File: src/rtl/serial_parity_frame_rx_pkg.sv
`default_nettype none
// ============================================================================
// Package     : serial_rx_pkg
// Description : Shared state encoding and line-level constants for the
//               serial parity frame receiver.
// Revision    : 1.0 - initial release
// ============================================================================
package serial_rx_pkg;

  // Receiver FSM states, explicit 3-bit encoding
  typedef enum logic [2:0] {
    ST_IDLE      = 3'd0,
    ST_START     = 3'd1,
    ST_DATA      = 3'd2,
    ST_PARITY    = 3'd3,
    ST_STOP      = 3'd4,
    ST_WAIT_IDLE = 3'd5
  } rx_state_t;

  // Level of the serial line when nothing is being sent
  localparam logic LINE_IDLE   = 1'b1;
  // Level that marks a start bit
  localparam logic START_LEVEL = 1'b0;

endpackage : serial_rx_pkg
`default_nettype wire

File: src/rtl/serial_parity_frame_rx_bit_period_counter.sv
`default_nettype none
// ============================================================================
// Module      : bit_period_counter
// Description : Bit-period timer. Produces sample_tick HALF cycles after
//               clear drops when first_half is set, otherwise every
//               CLKS_PER_BIT cycles. Wraps to zero on every tick.
// Revision    : 1.0 - initial release
// ============================================================================
module bit_period_counter #(
  parameter int CLKS_PER_BIT = 4
) (
  input  logic clk,
  input  logic rst,
  input  logic clear,
  input  logic first_half,
  output logic sample_tick
);

  localparam int            CW      = $clog2(CLKS_PER_BIT);
  localparam logic [CW-1:0] HALF_M1 = CW'(CLKS_PER_BIT / 2 - 1);
  localparam logic [CW-1:0] FULL_M1 = CW'(CLKS_PER_BIT - 1);

  logic [CW-1:0] r_cnt;
  logic [CW-1:0] w_target;

  assign w_target    = first_half ? HALF_M1 : FULL_M1;
  assign sample_tick = (r_cnt == w_target) && !clear;

  // Cycle counter: held at zero while cleared, wraps on each sample point
  always_ff @(posedge clk) begin
    if (rst || clear) begin
      r_cnt <= '0;
    end else if (sample_tick) begin
      r_cnt <= '0;
    end else begin
      r_cnt <= r_cnt + CW'(1);
    end
  end

endmodule : bit_period_counter
`default_nettype wire

File: src/rtl/serial_parity_frame_rx.sv
`default_nettype none
// ============================================================================
// Module      : serial_parity_frame_rx
// Description : Deserialises start / DATA_W data (LSB first) / parity / stop
//               frames and presents data + received parity bit as registered
//               outputs. Reports stop-bit framing errors; parity is left to
//               the downstream checker.
// Revision    : 1.0 - initial release
// ============================================================================
module serial_parity_frame_rx
  import serial_rx_pkg::*;
#(
  parameter int DATA_W       = 8,
  parameter int CLKS_PER_BIT = 4
) (
  input  logic              clk,
  input  logic              rst,
  input  logic              rx_in,
  output logic [DATA_W-1:0] data1,
  output logic              parity_bit,
  output logic              frame_valid,
  output logic              framing_error,
  output logic              busy
);

  localparam int            BW       = $clog2(DATA_W + 1);
  localparam logic [BW-1:0] LAST_BIT = BW'(DATA_W - 1);

  rx_state_t         r_state;
  logic [BW-1:0]     r_bitcnt;
  logic [DATA_W-1:0] r_shift;
  logic              r_par;
  logic [DATA_W-1:0] r_data;
  logic              r_parity_out;
  logic              r_fv;
  logic              r_fe;
  logic              r_busy;

  logic w_clear;
  logic w_first_half;
  logic w_tick;

  // Timer is parked at zero while waiting for the line, so the first count
  // after the start edge lines up with the mid-bit sample point.
  assign w_clear      = (r_state == ST_IDLE) || (r_state == ST_WAIT_IDLE);
  assign w_first_half = (r_state == ST_START);

  bit_period_counter #(
    .CLKS_PER_BIT (CLKS_PER_BIT)
  ) u_bit_period_counter (
    .clk         (clk),
    .rst         (rst),
    .clear       (w_clear),
    .first_half  (w_first_half),
    .sample_tick (w_tick)
  );

  // Frame FSM: owns shift register, bit counter and all output registers
  always_ff @(posedge clk) begin
    if (rst) begin
      r_state      <= ST_IDLE;
      r_bitcnt     <= '0;
      r_shift      <= '0;
      r_par        <= 1'b0;
      r_data       <= '0;
      r_parity_out <= 1'b0;
      r_fv         <= 1'b0;
      r_fe         <= 1'b0;
      r_busy       <= 1'b0;
    end else begin
      r_fv <= 1'b0;
      r_fe <= 1'b0;
      case (r_state)
        ST_IDLE: begin
          if (rx_in == START_LEVEL) begin
            r_state  <= ST_START;
            r_bitcnt <= '0;
            r_busy   <= 1'b1;
          end
        end
        ST_START: begin
          if (w_tick) begin
            if (rx_in == START_LEVEL) begin
              r_state <= ST_DATA;
            end else begin
              // Start bit did not persist to mid-bit: treat as a glitch
              r_state <= ST_IDLE;
              r_busy  <= 1'b0;
            end
          end
        end
        ST_DATA: begin
          if (w_tick) begin
            // LSB arrives first, so shifting right leaves bit i in slot i
            r_shift <= {rx_in, r_shift[DATA_W-1:1]};
            if (r_bitcnt == LAST_BIT) begin
              r_state <= ST_PARITY;
            end else begin
              r_bitcnt <= r_bitcnt + BW'(1);
            end
          end
        end
        ST_PARITY: begin
          if (w_tick) begin
            r_par   <= rx_in;
            r_state <= ST_STOP;
          end
        end
        ST_STOP: begin
          if (w_tick) begin
            if (rx_in == LINE_IDLE) begin
              r_data       <= r_shift;
              r_parity_out <= r_par;
              r_fv         <= 1'b1;
              r_state      <= ST_IDLE;
              r_busy       <= 1'b0;
            end else begin
              // Bad stop bit: keep previous good data, wait for line release
              r_fe    <= 1'b1;
              r_state <= ST_WAIT_IDLE;
            end
          end
        end
        ST_WAIT_IDLE: begin
          if (rx_in == LINE_IDLE) begin
            r_state <= ST_IDLE;
            r_busy  <= 1'b0;
          end
        end
        default: begin
          r_state <= ST_IDLE;
          r_busy  <= 1'b0;
        end
      endcase
    end
  end

  assign data1         = r_data;
  assign parity_bit    = r_parity_out;
  assign frame_valid   = r_fv;
  assign framing_error = r_fe;
  assign busy          = r_busy;

endmodule : serial_parity_frame_rx
`default_nettype wire

File: config.mk
export PLATFORM = sky130hd
export DESIGN_NAME = serial_parity_frame_rx
export DESIGN_NICKNAME = d
export VERILOG_FILES = /design/src/rtl/serial_parity_frame_rx_pkg.sv /design/src/rtl/serial_parity_frame_rx_bit_period_counter.sv /design/src/rtl/serial_parity_frame_rx.sv
export SDC_FILE = /design/constraint.sdc
export NUM_CORES = 1
export LEC_CHECK = 0
export CAP_MARGIN = 10
export CORE_UTILIZATION = 40
export CTS_CLUSTER_DIAMETER = 100
export DETAILED_ROUTE_END_ITERATION = 12
export DONT_BUFFER_PORTS = 1
export PLACE_DENSITY = 0.58
export SLEW_MARGIN = 20
export SYNTH_ARGS = -nofsm -noshare
export SYNTH_HDL_FRONTEND = slang
export SYNTH_HIERARCHICAL = 1
export SYNTH_SLANG_ARGS = --single-unit
File: constraint.sdc
create_clock -name clk -period 2.6 [get_ports clk]
set_input_delay 0.52 -clock clk [delete_from_list [all_inputs] [get_ports clk]]
set_output_delay 0.52 -clock clk [all_outputs]
set_load 0.005 [all_outputs]
==> impl_summary.md <==
Floorplanning
In this run the standard cell core region covers roughly 0.0030 sq mm. The vertical die dimension is about 58 um. The standard-cell row count is 20. The die covers about 0.0034 sq mm. For this configuration, the core starts out at a cell density of between 40% and 50%. During I/O placement, the number of pins put on the boundary was 15. The die extent in x is slightly below 60 um.

Global routing
The first global-routing pass estimated between 3000 and 4000 um of wire. The total routing usage reported by global routing is 15.65%. After global routing the overflow that remains totals 0. The initial antenna violation count is 0. The pin count of the biggest net entering global routing is 31. The number of global-route vias before repair is slightly below 900.

Power and ir drop
Dividing total power by cell area gives a power density of between 600 and 700 mW/mm^2. The static leakage power is between 0.5 and 0.6 nW. The maximum vdd drop is 0.0003431 V.

Clock tree
The largest buffer count on any clock path is 2. The sink count of the clock tree is 30. The H-tree was split into 2 levels. Clock-pin slew was measured on the worst setup and hold paths at approximately 100 ps. For the worst-skew pair, the clock arrives at the later sink with an insertion delay of between 300 and 400 ps. The TritonCTS clock tree is built. The library cell used as clock root buffer is sky130_fd_sc_hd__clkbuf_4.

The post-cts resize count is 0. The number of buffers inserted by post-CTS setup repair is 0. TritonCTS created 5 clock buffers.

The number of buffers inserted for hold repair after clock tree synthesis is 0.

Yosys
The number of enable flip-flop cells after synthesis is 0. The mean instance size in the synthesized netlist is between 9 and 10 sq um. The cell area that synthesis handed to floorplanning was roughly 0.0013 sq mm. The Yosys step of the flow raised 6 warnings. The count of distinct cell types in the synthesized netlist is 36. When the netlist entered floorplanning its net count stood at 144. The share of async-settable or async-resettable flops after synthesis is 0%. For this run, the leading register cell type out of synthesis is sky130_fd_sc_hd__dfxtp_1. The proportion of synthesized chip area in sequential cells is between 40% and 50%.

In the synthesized netlist, the number of instances is 140. The flip-flop and latch count after synthesis is 30.

Worst hold path
The class of the worst hold path is input port to flop. Along the worst hold path, the cell count comes to 1. The worst hold endpoint is busy. In this run the most critical hold path is launched from rst.

Timing
The setup violation total in the final timing report is 0. The final critical path time including I/O delays and setup is 2347 ps. Between clock sinks in the finished design, the worst skew comes to 11.46 ps. The final-report hold violation count is 0. The part of the cycle the worst path needs is between 90% and 100%. The accumulated negative setup slack is 0 ps.

The headroom to the max-slew limit is approximately three fifths. Timing would allow up to approximately 430 MHz. At the pin with the least slew margin, the transition time is between 500 and 600 ps. Setup repair after global routing left no endpoint under its margin. The final-report max-slew violation count is 0.

Cells and area
The area of all sequential standard cells is around 600 sq um. The number of nets in the layout is 146. The multi-input combinational cells in the finished layout cover a total of between 600 and 700 sq um. The filler cells instantiated in the layout total slightly below 300.

After routing the design area is ~0.0014 sq mm. 0 antenna diodes ended up in the layout. The fraction of final layout cells sized beyond drive strength 1 is around an eighth. The layout overhead on the synthesized area is 12.57%.

Setup path
The setup path with the least slack is of type flop to flop. The cell depth of the worst flop-to-flop path is 8. At the worst endpoint, the arrival time is between 2000 and 3000 ps. The reg-to-reg endpoint is r_bitcnt[1].

The startpoint identified for the worst register-to-register timing path is r_state[0]. At the worst endpoint, the required time is between 2000 and 3000 ps. STA classifies the critical path endpoint as a flop. The kind of start point of the critical path is a flop. The largest fanout on the critical path is 13. Across all register-to-register paths, the minimum setup slack is about 250 ps.

Route
Dividing the detail-routed wire length by the instance count gives approximately 12 um. The final routed DRC violation total is 0. The first routing iteration left 29 violations. Once detail routing completed, the nets flagged for antenna violations numbered 0. The detailed-route vias per instance is 5.059. The routed layout has ~950 vias.

The detailed-route wire length is about 2300 um. The first-pass iteration count of the detailed router is 4.

Placement
At the end of routability-driven placement, the weighted congestion stood at between 0.7 and 0.8. Summing all placed instances gives a cell area of roughly 0.0013 sq mm. The wire-length estimate of the detail-placed layout is ~1500 um. The count of buffers inserted at the top-level ports is 0.

Run
The number of violations of the max-capacitance limit is 0.

Run status
The flow ran to the end, and the final reports show no timing, DRC or antenna violations.
-- cell families (layout without fill, tap and decap cells) --
family,Yosys count,in the layout,share of synthesized area [%]
compound gates,23,23,11.68
xor+xnor,3,3,2.080
flops,30,30,47.53
mux,11,11,8.713
fa+ha+maj,2,2,1.782
buf+inv,12,15,4.257
simple gates,59,59,23.96
-- metrics by stage --
| step | cells | worst slack (ps) | utilization, % | hold WS (ps) | power (mW) |
|---|---|---|---|---|---|
| 5_1_grt | 187 | 90.83 | 46.98 | 230.7 | 1.034 |
| 3_5_place_dp | 179 | 181.7 | 43.14 | 447.7 | 0.5189 |
| 4_1_cts | 187 | 94.43 | 46.82 | 246.3 | 1.005 |
| 6_report | 187 | 252.5 | 46.98 | 259.8 | 0.9942 |
| 2_1_floorplan | 140 | 345.4 | - | 414.4 | 0.5187 |
| 3_3_place_gp | 179 | 340.3 | 43.14 | 439.2 | 0.5171 |
-- sequential cells by signal, indices dropped and copies added, names as in the netlist --
register,cells
r_state,3
r_par,1
data1,8
r_bitcnt,4
parity_bit,1
u_bit_period_counter/r_cnt,2
frame_valid,1
busy,1
r_shift,8
framing_error,1
-- where the power goes --
group          switching, mW  internal, mW  leakage (nW)  total [mW]
Sequential            0.0106         0.465         0.242       0.476
Combinational         0.0164        0.0172         0.262      0.0336
Clock                  0.159         0.326        0.0585       0.485
-- layout by cell type, fill, tap and decap left out, types with 2 or more instances in the layout --
master,instances
sky130_fd_sc_hd__dfxtp_1,30
sky130_fd_sc_hd__nand2_1,24
sky130_fd_sc_hd__nor2_1,13
sky130_fd_sc_hd__a21oi_1,13
sky130_fd_sc_hd__mux2i_1,11
sky130_fd_sc_hd__clkbuf_4,5
sky130_fd_sc_hd__buf_4,4
sky130_fd_sc_hd__nor2b_1,3
sky130_fd_sc_hd__nor3_1,3
sky130_fd_sc_hd__inv_1,3
sky130_fd_sc_hd__xor2_1,2
sky130_fd_sc_hd__nand3_1,2
sky130_fd_sc_hd__o21ai_0,2
sky130_fd_sc_hd__a211oi_2,2
sky130_fd_sc_hd__and4_1,2
sky130_fd_sc_hd__a31oi_1,2
sky130_fd_sc_hd__bufinv_16,2
-- Yosys cell counts, types with 3 or more instances --
master                      n  area, sq um
sky130_fd_sc_hd__dfxtp_1   30        600.6
sky130_fd_sc_hd__nand2_1   24        90.09
sky130_fd_sc_hd__a21oi_1   13        65.06
sky130_fd_sc_hd__nor2_1    13        48.80
sky130_fd_sc_hd__mux2i_1   11        110.1
sky130_fd_sc_hd__clkbuf_1   4        15.01
sky130_fd_sc_hd__buf_2      3        15.01
sky130_fd_sc_hd__inv_1      3        11.26
sky130_fd_sc_hd__nor2b_1    3        18.77
sky130_fd_sc_hd__nor3_1     3        15.01
-- how the worst max path moves through the flow --
stage | startpoint | endpoint | slack (ps) | cells past startpoint
after global placement | r_state[0] | r_bitcnt[3] | 340 | 7
after floorplan | r_state[0] | r_bitcnt[3] | 350 | 9
final | r_state[0] | r_bitcnt[1] | 250 | 8
after global routing | r_state[0] | r_bitcnt[1] | 90 | 8
after CTS | r_state[0] | r_bitcnt[1] | 90 | 8
after detailed placement | r_state[0] | r_bitcnt[3] | 180 | 7
-- per-layer routing --
| layer | GRT usage [%] | up-vias | wire length, um | share of wire (%) |
|---|---|---|---|---|
| met1 | 20.69 | 438 | 1142 | 49 |
| met5 | 0 | - | 0 | 0 |
| met2 | 22.99 | 16 | 1065 | 46 |
| met4 | 8.163 | 0 | 41 | 1.8 |
| met3 | 4.688 | 5 | 84 | 3.6 |
| li1 | - | 487 | - | - |
-- worst max-delay path, stage by stage, from the launching register on --
cell and delay (ps):
sky130_fd_sc_hd__dfxtp_1 590, sky130_fd_sc_hd__nor3b_1 350, sky130_fd_sc_hd__xnor2_1 120, sky130_fd_sc_hd__nor3b_2 290
sky130_fd_sc_hd__and4bb_4 280, sky130_fd_sc_hd__buf_4 180, sky130_fd_sc_hd__a21oi_1 100, sky130_fd_sc_hd__nand4bb_1 240
sky130_fd_sc_hd__a21oi_1 150
-- final cells by class --
type                       count  share of cell area [%]
timing repair buffer           4                   2.111
inverter                       3                  0.7916
clock buffer                   6                   3.606
tap                           44                   3.870
sequential                    30                   42.22
clock inverter                 2                   4.222
multi-input combinational     98                   43.18
No activity file was read; power rests on OpenSTA's default activity.
